File: config.mk
export PLATFORM = sky130hd
export DESIGN_NAME = imm_gen_pipe
export DESIGN_NICKNAME = d
export VERILOG_FILES = /design/src/rtl/imm_pkg.sv /design/src/rtl/imm_decode.sv /design/src/rtl/imm_gen_pipe.sv
export SDC_FILE = /design/constraint.sdc
export NUM_CORES = 1
export LEC_CHECK = 0
export ABC_AREA = 1
export BUFFER_PORTS_ARGS = -buffer_cell sky130_fd_sc_hd__buf_2
export CAP_MARGIN = 10
export CORE_ASPECT_RATIO = 0.75
export CORE_MARGIN = 2
export CORE_UTILIZATION = 55
export CTS_BUF_LIST = sky130_fd_sc_hd__clkbuf_16
export DETAILED_ROUTE_END_ITERATION = 8
export PLACE_DENSITY = 0.77
export SETUP_SLACK_MARGIN = 0.1
export SYNTH_ARGS = -nofsm -noshare
export SYNTH_HDL_FRONTEND = slang
export SYNTH_HIERARCHICAL = 1
export SYNTH_SLANG_ARGS = --single-unit
File: constraint.sdc
create_clock -name clock -period 4.05 [get_ports clock]
set_input_delay 0.2025 -clock clock [delete_from_list [all_inputs] [get_ports clock]]
set_output_delay 0.2025 -clock clock [all_outputs]
set_load 0.1 [all_outputs]
File: src/rtl/imm_pkg.sv
// Shared definitions for the pipelined immediate generator.
// Opcodes, immediate format encoding and XLEN legality.
package imm_pkg;

    localparam logic [6:0] OP_LOAD   = 7'b0000011;
    localparam logic [6:0] OP_IMM    = 7'b0010011;
    localparam logic [6:0] OP_IMM32  = 7'b0011011;
    localparam logic [6:0] OP_JALR   = 7'b1100111;
    localparam logic [6:0] OP_STORE  = 7'b0100011;
    localparam logic [6:0] OP_BRANCH = 7'b1100011;
    localparam logic [6:0] OP_JAL    = 7'b1101111;
    localparam logic [6:0] OP_LUI    = 7'b0110111;
    localparam logic [6:0] OP_AUIPC  = 7'b0010111;

    typedef enum logic [2:0] {
        FMT_NONE  = 3'd0,
        FMT_I     = 3'd1,
        FMT_SHAMT = 3'd2,
        FMT_S     = 3'd3,
        FMT_B     = 3'd4,
        FMT_U     = 3'd5,
        FMT_J     = 3'd6
    } imm_fmt_t;

    function automatic bit xlen_ok(input int xlen);
        return (xlen == 32) || (xlen == 64);
    endfunction

endpackage

File: src/rtl/imm_decode.sv
// Combinational immediate decode: instruction word to imm/fmt/illegal.
// Shift immediates use 5-bit shamt for RV32 and *W ops, 6-bit otherwise.
module imm_decode
    import imm_pkg::*;
#(
    parameter int XLEN = 32
) (
    input  logic [31:0]     instr_i,
    output logic [XLEN-1:0] imm_o,
    output imm_fmt_t        fmt_o,
    output logic            illegal_o
);

    logic [6:0] opc;
    logic [2:0] f3;
    logic       s;
    logic       is_shift;
    logic       sh5;

    assign opc = instr_i[6:0];
    assign f3  = instr_i[14:12];
    assign s   = instr_i[31];

    always_comb begin
        imm_o     = '0;
        fmt_o     = FMT_NONE;
        illegal_o = 1'b0;
        is_shift  = 1'b0;
        sh5       = (XLEN == 32);
        unique case (opc)
            OP_LOAD, OP_JALR: begin
                fmt_o = FMT_I;
                imm_o = {{(XLEN-12){s}}, instr_i[31:20]};
            end
            OP_IMM: begin
                if (f3 == 3'd1 || f3 == 3'd5) begin
                    is_shift = 1'b1;
                end else begin
                    fmt_o = FMT_I;
                    imm_o = {{(XLEN-12){s}}, instr_i[31:20]};
                end
            end
            OP_IMM32: begin
                if (XLEN == 64) begin
                    sh5 = 1'b1;
                    if (f3 == 3'd1 || f3 == 3'd5) begin
                        is_shift = 1'b1;
                    end else begin
                        fmt_o = FMT_I;
                        imm_o = {{(XLEN-12){s}}, instr_i[31:20]};
                    end
                end
            end
            OP_STORE: begin
                fmt_o = FMT_S;
                imm_o = {{(XLEN-12){s}}, instr_i[31:25], instr_i[11:7]};
            end
            OP_BRANCH: begin
                fmt_o = FMT_B;
                imm_o = {{(XLEN-13){s}}, s, instr_i[7],
                         instr_i[30:25], instr_i[11:8], 1'b0};
            end
            OP_JAL: begin
                fmt_o = FMT_J;
                imm_o = {{(XLEN-21){s}}, s, instr_i[19:12],
                         instr_i[20], instr_i[30:21], 1'b0};
            end
            OP_LUI, OP_AUIPC: begin
                fmt_o = FMT_U;
                imm_o = {{(XLEN-32){s}}, instr_i[31:12], 12'b0};
            end
            default: begin
                fmt_o = FMT_NONE;
            end
        endcase

        // Illegal shifts still produce their immediate.
        if (is_shift) begin
            fmt_o = FMT_SHAMT;
            if (sh5) begin
                imm_o     = {{(XLEN-5){1'b0}}, instr_i[24:20]};
                illegal_o = instr_i[25] ||
                            ((instr_i[31:25] != 7'b0000000) &&
                             (instr_i[31:25] != 7'b0100000));
            end else begin
                imm_o     = {{(XLEN-6){1'b0}}, instr_i[25:20]};
                illegal_o = (instr_i[31:26] != 6'b000000) &&
                            (instr_i[31:26] != 6'b010000);
            end
        end
    end

endmodule

File: src/rtl/imm_gen_pipe.sv
// Pipelined immediate generator: decode on input, output reg + 1-entry skid.
// in_ready is the registered skid-empty flag, so no path from out_ready.
module imm_gen_pipe
    import imm_pkg::*;
#(
    parameter int XLEN = 32
) (
    input  logic            clock,
    input  logic            reset_n,
    input  logic            flush,
    input  logic            in_valid,
    output logic            in_ready,
    input  logic [31:0]     in_instr,
    output logic            out_valid,
    input  logic            out_ready,
    output logic [31:0]     out_instr,
    output logic [XLEN-1:0] out_imm,
    output logic [2:0]      out_fmt,
    output logic            out_illegal
);

    if (!xlen_ok(XLEN)) begin : g_bad_xlen
        $error("imm_gen_pipe: XLEN must be 32 or 64");
    end

    logic [XLEN-1:0] dec_imm;
    imm_fmt_t        dec_fmt;
    logic            dec_ill;

    imm_decode #(.XLEN(XLEN)) u_dec (
        .instr_i   (in_instr),
        .imm_o     (dec_imm),
        .fmt_o     (dec_fmt),
        .illegal_o (dec_ill)
    );

    logic            ov_q,  ov_d;
    logic [31:0]     oi_q,  oi_d;
    logic [XLEN-1:0] oimm_q, oimm_d;
    imm_fmt_t        ofmt_q, ofmt_d;
    logic            oill_q, oill_d;

    logic            sv_q,  sv_d;
    logic [31:0]     si_q,  si_d;
    logic [XLEN-1:0] simm_q, simm_d;
    imm_fmt_t        sfmt_q, sfmt_d;
    logic            sill_q, sill_d;

    logic accept;
    logic out_free;

    assign in_ready = !sv_q;
    assign accept   = in_valid && !sv_q;
    assign out_free = !ov_q || out_ready;

    always_comb begin
        ov_d   = ov_q;
        oi_d   = oi_q;
        oimm_d = oimm_q;
        ofmt_d = ofmt_q;
        oill_d = oill_q;
        sv_d   = sv_q;
        si_d   = si_q;
        simm_d = simm_q;
        sfmt_d = sfmt_q;
        sill_d = sill_q;
        if (flush) begin
            ov_d = 1'b0;
            sv_d = 1'b0;
        end else if (out_free) begin
            if (sv_q) begin
                // Skid full implies no accept this cycle.
                ov_d   = 1'b1;
                oi_d   = si_q;
                oimm_d = simm_q;
                ofmt_d = sfmt_q;
                oill_d = sill_q;
                sv_d   = 1'b0;
            end else if (accept) begin
                ov_d   = 1'b1;
                oi_d   = in_instr;
                oimm_d = dec_imm;
                ofmt_d = dec_fmt;
                oill_d = dec_ill;
            end else begin
                ov_d = 1'b0;
            end
        end else if (accept) begin
            sv_d   = 1'b1;
            si_d   = in_instr;
            simm_d = dec_imm;
            sfmt_d = dec_fmt;
            sill_d = dec_ill;
        end
    end

    always_ff @(posedge clock or negedge reset_n) begin
        if (!reset_n) begin
            ov_q   <= 1'b0;
            oi_q   <= '0;
            oimm_q <= '0;
            ofmt_q <= FMT_NONE;
            oill_q <= 1'b0;
            sv_q   <= 1'b0;
            si_q   <= '0;
            simm_q <= '0;
            sfmt_q <= FMT_NONE;
            sill_q <= 1'b0;
        end else begin
            ov_q   <= ov_d;
            oi_q   <= oi_d;
            oimm_q <= oimm_d;
            ofmt_q <= ofmt_d;
            oill_q <= oill_d;
            sv_q   <= sv_d;
            si_q   <= si_d;
            simm_q <= simm_d;
            sfmt_q <= sfmt_d;
            sill_q <= sill_d;
        end
    end

    assign out_valid   = ov_q;
    assign out_instr   = oi_q;
    assign out_imm     = oimm_q;
    assign out_fmt     = ofmt_q;
    assign out_illegal = oill_q;

endmodule

Word-level counts from Yosys, hierarchy flattened
Cells that the tools add are included.

Output and inout bits: 70. Word-level logic and storage cells: 62. Memories kept: 0. RAM bits: 0. Latch bits: 0. Memory bits (read-only): 0. Flip-flop bits (word level): 138.

Reductions and logical operators: 15. Multiplexer cells: 24. Shift-type cells: 0. Bitwise operators: 2. Multipliers: 0. Equal/unequal tests: 11. Add/sub/neg operators: 0. Div/mod/pow operators: 0. $lt $le $gt $ge: 0.

Operators by type and width (count): $mux 32 (6); $pmux 32 s6 (1); $eq 7x7->1 const B (3); $pmux 3 s6 (1); $eq 7x5->1 const B (2); $eq 7x6->1 const B (2); $mux 1 (13); $mux 3 (3); $eq 7x2->1 const B (1); $ne 7x6->1 const B (1); $reduce_bool 7->1 (1); $reduce_and 3->1 (2); $reduce_bool 2->1 (2); $reduce_or 2->1 (2); $eq 3x1->1 const B (1); $eq 3x3->1 const B (1); $logic_or 1x1->1 (3); $reduce_bool 3->1 (1); $logic_and 1x1->1 (2); $logic_not 1->1 (2); $not 1->1 (2).

Longest topological paths before layout
Gate-level depths: netlist (run 1).

Word-level depth: 7. Mapped depth: 13.

Cells and area by module
The synthesis (run 1) kept the hierarchy.

By module, submodules not included: imm_gen_pipe (seq. area each 3453.3 µm², cells each 824, instances 1, area an instance 6309.8 µm²); imm_decode (seq. area each 0.0 µm², cells each 208, instances 1, area an instance 993.5 µm²).

Worst setup path before layout (run 1)
No wires, ideal clock.

Path kind: reg2reg. From: register ov_q, in the netlist out_valid. To: register si_q[21]. Cell stages (with the launch flop): 7. Data arrival time: 1.828 ns. Required time: 3.985 ns. Buffers on the path: 2. Path slack: 2.157 ns. Clock period less this slack: 1.893 ns. Cell sequence: dfrtp_1 -> nand2_2 -> nor2_2 -> buf_4 -> buf_2 -> nand3_1 -> nand2_1.

Cells in the longest elaborated chain, start to end: 4.

Ends and longest elaborated chain: start: declaration (RTL line imm_gen_pipe.sv:37) `logic ov_q, ov_d;`; start signal: assignment (RTL line imm_gen_pipe.sv:110) `ov_q <= ov_d;`; $logic_not 1->1 (RTL line imm_gen_pipe.sv:54) `assign out_free = !ov_q || out_ready;`; $logic_or 1x1->1 (RTL line imm_gen_pipe.sv:54); $not 1->1 (no line); $reduce_and 3->1 (no line); end signal: assignment (RTL line imm_gen_pipe.sv:116) `si_q <= si_d;`; end: declaration (RTL line imm_gen_pipe.sv:44) `logic [31:0] si_q, si_d;`.

Every way passes these cells. A chain may end at the register's enable or synchronous reset.

Final worst setup path (run 1)
From: register sv_q. To: register oi_q[27], in the netlist out_instr[27].

Cells in the longest elaborated chain, start to end: 4. Elaborated cells between the ends (all ways): 5. Those cells by class: 1 x mux; 4 x reduce/logical.

Ends and longest elaborated chain: start: declaration (RTL line imm_gen_pipe.sv:43) `logic sv_q, sv_d;`; start signal: assignment (RTL line imm_gen_pipe.sv:115) `sv_q <= sv_d;`; $logic_not 1->1 (RTL line imm_gen_pipe.sv:53) `assign accept = in_valid && !sv_q;`; $logic_and 1x1->1 (RTL line imm_gen_pipe.sv:53); $reduce_bool 2->1 (no line); $reduce_and 3->1 (no line); end signal: assignment (RTL line imm_gen_pipe.sv:111) `oi_q <= oi_d;`; end: declaration (RTL line imm_gen_pipe.sv:38) `logic [31:0] oi_q, oi_d;`.

Several ways; a longest one is shown, not always the timed one.

==> impl_metrics.py, run 1 <==
metrics = {
    "run_status": {
        "status": "completed",
    },
    "global_routing": {
        "grt-busiest-layer": "met1",
        "grt_max_degree": 73,
        "grt_first_pass_wirelength_um": 31400,
        "grt_use_met2_pct": 40.0,
        "grt-ovfl-total": 0,
        "grt_usage_pct": 27.6,
        "grt_pass1_vias": 6203,
        "use_met3_pct": 5.87,
        "antenna_found_initial": 0,
        "met1_usage_pct": 41.3,
    },
    "sta": {
        "finalSetupViolations": 0,
        "fmax_mhz": 409,
        "finClkSkew_ps": 8.09,
        "hold_violations": 0,
        "finalCritPeriodShare_pct": 60.4,
        "fin_crit_ps": 2450,
        "grt_setup_unrepaired": "no",
        "worstMarginPinSlew_ps": 1050,
        "slew_violations": 0,
        "tns_ps": 0,
        "maxSlewHeadroom_pct": 30.1,
    },
    "synthesis": {
        "yosys.area.top_type_share_pct": 47.3,
        "syn_inst": 1032,
        "synth_cell_types": 21,
        "synthArstFlopShare_pct": 100,
        "synth_common_cells": "nand2_1 (537), nand3_1 (166), dfrtp_1 (138)",
        "post_synth.cell_area_avg_um2": 7.08,
        "syn-cell-area_um2": 7300,
        "syn_nets": 1069,
        "yosysSeqAreaShare_pct": 47.3,
        "ys_ff_latch": 138,
        "synth_area_leaders": "dfrtp_1 (47%), nand2_1 (28%), nand3_1 (11%), nor2_1 (2.1%), buf_2 (1.9%)",
        "synth_edf_count": 0,
        "yosysTopAreaCell": "dfrtp_1",
        "ys.flop_type": "dfrtp_1",
        "ys_warn_count": 6,
        "synth_most_common_cell": "nand2_1",
    },
    "clocking": {
        "cts_tree": "built",
        "cts-resized-gates": 0,
        "cts_buffer_depth": 2,
        "cts_root_buf": "clkbuf_16",
        "post_cts_buffers": 0,
        "cts_sinks": 138,
        "cts_hold_buf": 1,
        "htreeDepth": 4,
        "clk_pin_slew_ps": 60,
        "numCtsBuffers": 17,
        "clkLatencyLatePin_ps": 420,
    },
    "placement": {
        "dpl.hpwl_um": 12100,
        "portBuffers": 106,
        "place_congestion": 0.931,
    },
    "die": {
        "core_um2": 13000,
        "die_w_um": 137,
        "rows": 36,
        "io_pins": 107,
        "initial_utilization_pct": 56.3,
        "dieHeight_um": 104,
        "die_area_um2": 14200,
    },
    "critical_path": {
        "cp-end-kind": "register",
        "critPathKind": "reg2reg",
        "cp.arrival_ps": 2800,
        "critical_path.endpoint": "out_instr[27]",
        "reg2reg_depth": 5,
        "reg2reg_slack_ps": 1600,
        "critPathLaunch": "sv_q",
        "critPathMaxFanout": 47,
        "r2r_end": "out_instr[27]",
        "reg2reg_from": "sv_q",
        "required_ps": 4410,
        "startpoint_type": "register",
    },
    "min_path": {
        "hold_depth": 3,
        "hp-class": "in2reg",
    },
    "cells_and_area": {
        "postLayoutCoreUtil_pct": 64.6,
        "layout-drive-gt1-share_pct": 15.5,
        "diodes": 0,
        "final_net_count": 1141,
        "syn2layout_area_growth_pct": 14.8,
        "fillers": 1173,
    },
    "drt": {
        "first_iter_violations": 569,
        "first_pass_iters": 5,
        "drc": 0,
        "via_per_inst": 5.38,
        "detail_route.wl_per_cell_um": 14.7,
        "dr_total_vias": 6920,
        "wl_um": 18900,
        "postRouteAntennaNets": 0,
    },
    "pwr": {
        "leakage_nw": 5.03,
        "irDropWorstVdd_mv": 0.304,
        "power_density_nw_per_um2": 489,
    },
    "flow_run": {
        "drv_cap": 0,
    },
}
==> layout by cell type (no fill, tap or decap), drive strengths merged <==
master / n
a21oi: 21
nor2: 51
nand4: 5
clkinv: 6
o21ai: 7
inv: 30
nand2: 548
dfrtp: 138
clkbuf: 17
dlygate4sd3: 1
buf: 117
nand3: 168
clkinvlp: 3
bufinv: 3
nor4: 1
==> stage by stage <==
step	instance area [µm²]	setup WS (ps)	hold slack, ps	total power [mW]	cells
after floorplan	7300	2160	-93.1	2.37	1032
final	8380	1600	57.5	4.10	1287
after global routing	8380	1370	61.1	4.26	1287
after CTS	8380	1610	51.1	4.12	1287
after detailed placement	7790	1630	260	2.57	1255
after global placement	7790	1700	253	2.56	1255
==> area by class of cell <==
type	count	area, µm²	area share (%)
clock inverters	14	156	1.87
clock buffers	17	425	5.07
well taps	171	214	2.55
flip-flops and latches	138	3450	41.2
inverters	28	105	1.25
repair buffers	118	629	7.51
multi-input cells	801	3400	40.5
==> where the power goes <==
group,switching (mW),total (mW),internal (mW)
Sequential,0.0841,1.62,1.54
Clock,0.597,1.55,0.956
Combinational,0.773,0.928,0.155
Total,1.45,4.10,2.65
==> metal layers <==
layer / vias up / part of all wire [%]
met5: - / 0
met1: 3246 / 46
li1: 3388 / -
met3: 28 / 8.1
met4: 0 / 1.3
met2: 258 / 45
==> state kept, by name, summed over array words and instances, names as in the netlist, 3 cells and up <==
signal     cells
out_fmt        3
out_imm       32
out_instr     32
sfmt_q         3
si_q          32
simm_q        32
==> worst min path at each step <==
| stage | slack (ps) | to | from |
|---|---|---|---|
| CTS | 50 | si_q[10] | in_instr[10] |
| global placement | 250 | out_instr[18] | reset_n |
| detailed placement | 260 | out_instr[18] | reset_n |
| finish | 60 | si_q[10] | in_instr[10] |
| floorplan | -90 | out_fmt[0] | reset_n |
| global route | 60 | si_q[10] | in_instr[10] |
==> worst max-delay path: stages (launching register included) <==
cell and delay, ps:
dfrtp_2 760, nor2_1 190, nor2_4 830, buf_4 390
nand3_1 120, nand2_1 80
==> kinds of logic (layout without fill, tap and decap cells) <==
group | after synthesis | count (layout) | share of synthesized area [%]
buf+inv | 93 | 177 | 6.32
compound gates | 28 | 28 | 2.07
simple gates | 773 | 773 | 44.3
flops | 138 | 138 | 47.3
Power figures use the tool's default switching activity.
==> inputs of run 2 (changes only) <==
--- a/config.mk
+++ b/config.mk
@@ -5,15 +5,15 @@
 export SDC_FILE = /design/constraint.sdc
 export NUM_CORES = 1
 export LEC_CHECK = 0
-export ABC_AREA = 1
+export ABC_AREA = 0
 export BUFFER_PORTS_ARGS = -buffer_cell sky130_fd_sc_hd__buf_2
 export CAP_MARGIN = 10
 export CORE_ASPECT_RATIO = 0.75
 export CORE_MARGIN = 2
-export CORE_UTILIZATION = 55
+export CORE_UTILIZATION = 51
 export CTS_BUF_LIST = sky130_fd_sc_hd__clkbuf_16
 export DETAILED_ROUTE_END_ITERATION = 8
-export PLACE_DENSITY = 0.77
+export PLACE_DENSITY = 0.76
 export SETUP_SLACK_MARGIN = 0.1
 export SYNTH_ARGS = -nofsm -noshare
 export SYNTH_HDL_FRONTEND = slang
==> constraint.sdc (replaced) <==
create_clock -name clock -period 2 [get_ports clock]
set_input_delay 0.1 -clock clock [delete_from_list [all_inputs] [get_ports clock]]
set_output_delay 0.1 -clock clock [all_outputs]
set_load 0.1 [all_outputs]
==> run 2 against run 1 <==
Synthesized cell count shrank 55%. Die area down 3.6%. Routed wire length down 23%. Clock skew shrank 2.1 ps. Critical endpoint is now in_ready.
==> impl_metrics.py, run 2 <==
metrics = {
    "drt": {
        "wl_um": 14500,
        "drc": 0,
        "first_iter_violations": 240,
        "detail_route.wl_per_cell_um": 18.8,
        "via_per_inst": 5.56,
        "first_pass_iters": 4,
        "postRouteAntennaNets": 0,
        "dr_total_vias": 4286,
    },
    "pwr": {
        "irDropWorstVdd_mv": 0.883,
        "leakage_nw": 4.06,
        "power_density_nw_per_um2": 1070,
        "p_total_mw": 8.65,
    },
    "synthesis": {
        "ys.flop_type": "dfrtp_1",
        "synth_area_leaders": "dfrtp_1 (53%), mux2_2 (32%), mux2_1 (2.9%), buf_2 (1.3%), buf_6 (1.2%)",
        "post_synth.cell_area_avg_um2": 14.2,
        "synth_common_cells": "mux2_2 (187), dfrtp_1 (138), buf_2 (17), mux2_1 (17), nand2_1 (15)",
        "yosysSeqAreaShare_pct": 53.0,
        "syn-cell-area_um2": 6520,
        "syn_inst": 460,
        "yosys.area.top_type_share_pct": 53.0,
        "ys_ff_latch": 138,
        "synth_cell_types": 40,
        "ys_warn_count": 6,
        "syn_nets": 497,
        "yosysTopAreaCell": "dfrtp_1",
        "synth_most_common_cell": "mux2_2",
        "synthArstFlopShare_pct": 100,
        "synth_edf_count": 0,
    },
    "cells_and_area": {
        "layout-drive-gt1-share_pct": 57.4,
        "syn2layout_area_growth_pct": 24.1,
        "diodes": 0,
        "finalNonFillerCells": 771,
        "mostFrequentLayoutCell": "mux2_2",
        "final_cell_area_um2": 8090,
        "final_net_count": 629,
        "final_cell_mix": "mux2_2 (187), dfrtp_1 (136), buf_2 (105), dlygate4sd3_1 (21)",
    },
    "placement": {
        "place_congestion": 0.822,
        "portBuffers": 106,
        "dpl.hpwl_um": 9560,
        "dpl_cell_area_um2": 7250,
        "dp.cells": 718,
    },
    "critical_path": {
        "startpoint_type": "register",
        "cp-end-kind": "output port",
        "reg2reg_slack_ps": 280,
        "critPathMaxFanout": 29,
        "required_ps": 1900,
        "critPathKind": "reg2out",
        "cp.arrival_ps": 1720,
    },
    "sta": {
        "worstMarginPinSlew_ps": 776,
        "maxSlewHeadroom_pct": 48.1,
        "slew_violations": 0,
        "fmax_mhz": 549,
        "grt_setup_unrepaired": "no",
        "tns_ps": 0,
        "finalSetupViolations": 0,
        "fin_crit_ps": 1820,
        "hold_violations": 0,
        "finClkSkew_ps": 5.95,
        "finalCritPeriodShare_pct": 91.0,
    },
    "die": {
        "rows": 35,
        "core_um2": 12400,
        "initial_utilization_pct": 52.6,
        "dieHeight_um": 102,
        "io_pins": 107,
        "die_area_um2": 13700,
        "die_w_um": 135,
    },
    "global_routing": {
        "grt_max_degree": 69,
        "grt_first_pass_wirelength_um": 23400,
        "grt-ovfl-total": 0,
        "grt_pass1_vias": 4535,
        "grt_usage_pct": 22.4,
        "antenna_found_initial": 0,
    },
    "clocking": {
        "clk_pin_slew_ps": 60,
        "htreeDepth": 4,
        "cts_root_buf": "clkbuf_16",
        "numCtsBuffers": 17,
        "cts_tree": "built",
        "cts_sinks": 138,
        "clkLatencyLatePin_ps": 410,
        "cts_buffer_depth": 2,
    },
    "flow_run": {
        "drv_cap": 0,
    },
    "min_path": {
        "hp-class": "in2reg",
    },
    "run_status": {
        "status": "completed",
    },
}
-- run 2: cell count changes after synthesis, moves of 6 or more --
cell / change
a21boi_0: +6
a21o_1: +9
a21oi_1: -16
buf_2: -10
clkbuf_1: -24
inv_1: -24
mux2_1: +17
mux2_2: +187
nand2_1: -522
nand2_2: -9
nand3_1: -153
nor2_1: -36
-- run 2: cells by family after synthesis --
group | Yosys count | synth area share [%]
and+or+nand+nor | 56 | 5.03
muxes | 204 | 35.2
buffers and inverters | 27 | 2.80
DFF | 138 | 53.0
AOI/OAI and AO/OA | 35 | 3.95
-- run 2: routing by layer --
metal | vias up | routed length [µm] | track usage (%)
li1 | 1947 | - | -
met1 | 2185 | 6480 | 29.4
met2 | 129 | 6940 | 37.2
met3 | 25 | 857 | 5.61
met4 | 0 | 191 | 7.13
met5 | - | 0 | 0
-- run 2: final cells by class --
cell class                 instances  area [µm²]
clock buffer                      17         425
fill                             914        4300
clock inverter                    15         208
sequential                       138        3460
multi-input combinational        295        2890
inverter                           1        3.75
timing repair buffer             139         900
tap                              166         208
-- run 2: power by group --
group / internal, mW / total, mW / switching [mW]
sequential: 3.13 / 3.30 / 0.170
combinational: 0.507 / 1.98 / 1.47
clock: 2.19 / 3.37 / 1.18
-- run 2: worst paths after layout --
path	start	endpoint	cells after the start
max	sv_q	in_ready	3
max reg2reg	out_valid	out_instr[29]	4
max in group asynchronous	reset_n	sv_q	3
min reg2reg	out_imm[24]	out_imm[24]	1
min	in_instr[26]	si_q[26]	2
min in group asynchronous	reset_n	simm_q[6]	2
-- run 2: repair_timing --
item,CTS,global route
buffers inserted,0,0
hold endpoints to repair,84,0
hold buffers,21,0
gates resized for setup,0,0
setup endpoints to repair,0,0
-- run 2: metrics by stage --
stage | hold slack (ps) | utilization, % | worst slack [ps]
2_1_floorplan | -196 | - | 163
3_3_place_gp | 142 | 58.5 | 182
3_5_place_dp | 152 | 58.5 | 106
4_1_cts | 2.42 | 65.3 | 158
5_1_grt | 5.73 | 65.3 | 113
6_report | 9.20 | 65.3 | 179
-- run 2: worst max-delay path: stages, from the launching register on --
cell     delay [ps]
dfrtp_4         520
buf_4           270
inv_1            90
buf_2           420
==> inputs of run 3 (changes only) <==
--- a/config.mk
+++ b/config.mk
@@ -5,15 +5,15 @@
 export SDC_FILE = /design/constraint.sdc
 export NUM_CORES = 1
 export LEC_CHECK = 0
-export ABC_AREA = 0
+export ABC_AREA = 1
 export BUFFER_PORTS_ARGS = -buffer_cell sky130_fd_sc_hd__buf_2
 export CAP_MARGIN = 10
 export CORE_ASPECT_RATIO = 0.75
 export CORE_MARGIN = 2
-export CORE_UTILIZATION = 51
+export CORE_UTILIZATION = 52
 export CTS_BUF_LIST = sky130_fd_sc_hd__clkbuf_16
 export DETAILED_ROUTE_END_ITERATION = 8
-export PLACE_DENSITY = 0.76
+export PLACE_DENSITY = 0.77
 export SETUP_SLACK_MARGIN = 0.1
 export SYNTH_ARGS = -nofsm -noshare
 export SYNTH_HDL_FRONTEND = slang
==> run 3 against run 2 <==
Sequential share of layout area decreased by 3.9 points. Final cell count up 73%. Combinational power barely moved. First-iteration DRC count rose to 2.9 times the previous value. Non-clock buffer count increased by 16. Clock power shrank 1%. Sequential power hardly changed. Largest cell class unchanged.
==> impl_metrics.py, run 3 (synthesis gave the netlist of run 1 again) <==
metrics = {
    "global_routing": {
        "grt_max_degree": 69,
        "grt-ovfl-total": 0,
        "grt_first_pass_wirelength_um": 34400,
        "grt_usage_pct": 28.6,
        "antenna_found_initial": 0,
        "grt_pass1_vias": 6836,
    },
    "pwr": {
        "power_density_nw_per_um2": 963,
        "leakage_nw": 5.27,
        "irDropWorstVdd_mv": 0.574,
    },
    "sta": {
        "tns_ps": 0,
        "grt_setup_unrepaired": "yes",
        "fin_ws_ps": 208,
        "finClkSkew_ps": 12.4,
        "finalSetupViolations": 0,
        "hold-worst-slack_ps": 9.91,
        "worstMarginPinSlew_ps": 745,
        "fmax_mhz": 558,
        "fin_crit_ps": 1790,
        "hold_violations": 0,
        "slew_violations": 0,
        "finalCritPeriodShare_pct": 89.6,
        "maxSlewHeadroom_pct": 50.3,
    },
    "placement": {
        "dpl.hpwl_um": 13000,
        "portBuffers": 106,
        "pre_cts_slack_ps": 364,
        "dpl_cell_area_um2": 7980,
        "place_congestion": 0.935,
    },
    "die": {
        "io_pins": 107,
        "core_um2": 13700,
        "die_w_um": 141,
        "die_area_um2": 15000,
        "dieHeight_um": 107,
        "initial_utilization_pct": 53.3,
        "rows": 37,
    },
    "drt": {
        "wl_um": 20500,
        "first_pass_iters": 5,
        "via_per_inst": 5.42,
        "dr_total_vias": 7202,
        "first_iter_violations": 703,
        "postRouteAntennaNets": 0,
        "detail_route.wl_per_cell_um": 15.4,
        "drc": 0,
    },
    "cells_and_area": {
        "final_cell_mix": "nand2_1 (537), nand3_1 (165), dfrtp_1 (137), buf_2 (104), nor2_1 (41)",
        "fillers": 1212,
        "layout-drive-gt1-share_pct": 16.7,
        "diodes": 0,
        "postLayoutCoreUtil_pct": 65.0,
        "syn2layout_area_growth_pct": 22.0,
        "mostFrequentLayoutCell": "nand2_1",
        "final_cell_area_um2": 8910,
        "final_net_count": 1179,
    },
    "min_path": {
        "hp-class": "in2reg",
    },
    "critical_path": {
        "required_ps": 2350,
        "path_cells": "dlygate4sd3_1, buf_2, nand2_2, nor2_4, buf_4, nand2_4, nor2_8, buf_12, a21oi_1, nand2_1, nand2_1, nand2_1, nand3_1, nand2_1",
        "cp.arrival_ps": 2140,
        "startpoint_type": "primary input",
        "cpPeakStageDelay_ps": 540,
        "critPathKind": "in2reg",
        "cp-end-kind": "register",
        "critPathMaxFanout": 12,
        "cpMostUsedCell": "nand2_1",
        "critPathSlowestCell": "dlygate4sd3_1",
    },
    "clocking": {
        "clkLatencyLatePin_ps": 420,
        "cts_root_buf": "clkbuf_16",
        "clk_pin_slew_ps": 60,
        "cts_buffer_depth": 2,
        "cts_tree": "built",
        "numCtsBuffers": 17,
        "cts_sinks": 138,
        "htreeDepth": 4,
    },
    "flow_run": {
        "drv_cap": 0,
    },
    "run_status": {
        "status": "completed",
    },
}
run 3: changes by cell type in the layout (fill, tap and decap cells not counted), moves of 10 or more:
cell,previous run,this run
buf_4,7,17
mux2_1,17,0
nor2_1,5,41
nand3_1,13,165
a21oi_1,5,21
mux2_2,187,0
nand2_1,15,537
inv_1,3,25
run 3: through the flow:
step / power, mW / std cells
floorplan: 4.79 / 1032
global placement: 5.23 / 1270
detailed placement: 5.26 / 1270
CTS: 8.61 / 1325
global route: 8.92 / 1330
finish: 8.58 / 1330
run 3: area by class of cell:
type                            instances  area (µm²)  share of cell area [%]
Inverter                               28         105                    1.18
Sequential cell                       138        3450                    38.8
Clock buffer                           17         425                    4.78
Tap cell                              175         219                    2.46
Clock inverter                         15         198                    2.22
Multi-Input combinational cell        802        3420                    38.4
Timing Repair Buffer                  155        1080                    12.1
run 3: worst paths after layout:
kind	startpoint	endpoint	slack [ps]	depth (start not counted)
max	in_instr[1]	out_imm[13]	210	14
min	in_instr[25]	si_q[25]	10	3
max reg2reg	sv_q	out_imm[13]	430	6
min reg2reg	simm_q[3]	simm_q[3]	470	2
max in group asynchronous	reset_n	sv_q	1170	3
min in group asynchronous	reset_n	out_instr[18]	180	2
run 3: critical path, delay by kind of cell:
kind | cells | cell delay, ps
buf+inv | 4 | 1000
compound gates | 1 | 40
simple gates | 9 | 1010
run 3: report_power, final:
part | internal, mW | switching, mW | total, mW
clock network | 2.09 | 1.23 | 3.32
logic | 0.368 | 1.60 | 1.97
registers | 3.12 | 0.176 | 3.29
total | 5.57 | 3.01 | 8.58
run 3: repair_timing:
action,4_1_cts,5_1_grt
resized for setup,0,5
buffers inserted,0,4
setup endpoints to repair,0,20
hold endpoints to repair,69,0
hold buffers,23,0
run 3: routing by layer:
metal,part of all wire [%],vias up,track usage [%]
li1,-,3467,-
met1,45,3386,40.3
met5,0,-,0
met2,46,315,45.4
met4,1.4,0,8.64
met3,7.7,34,5.49
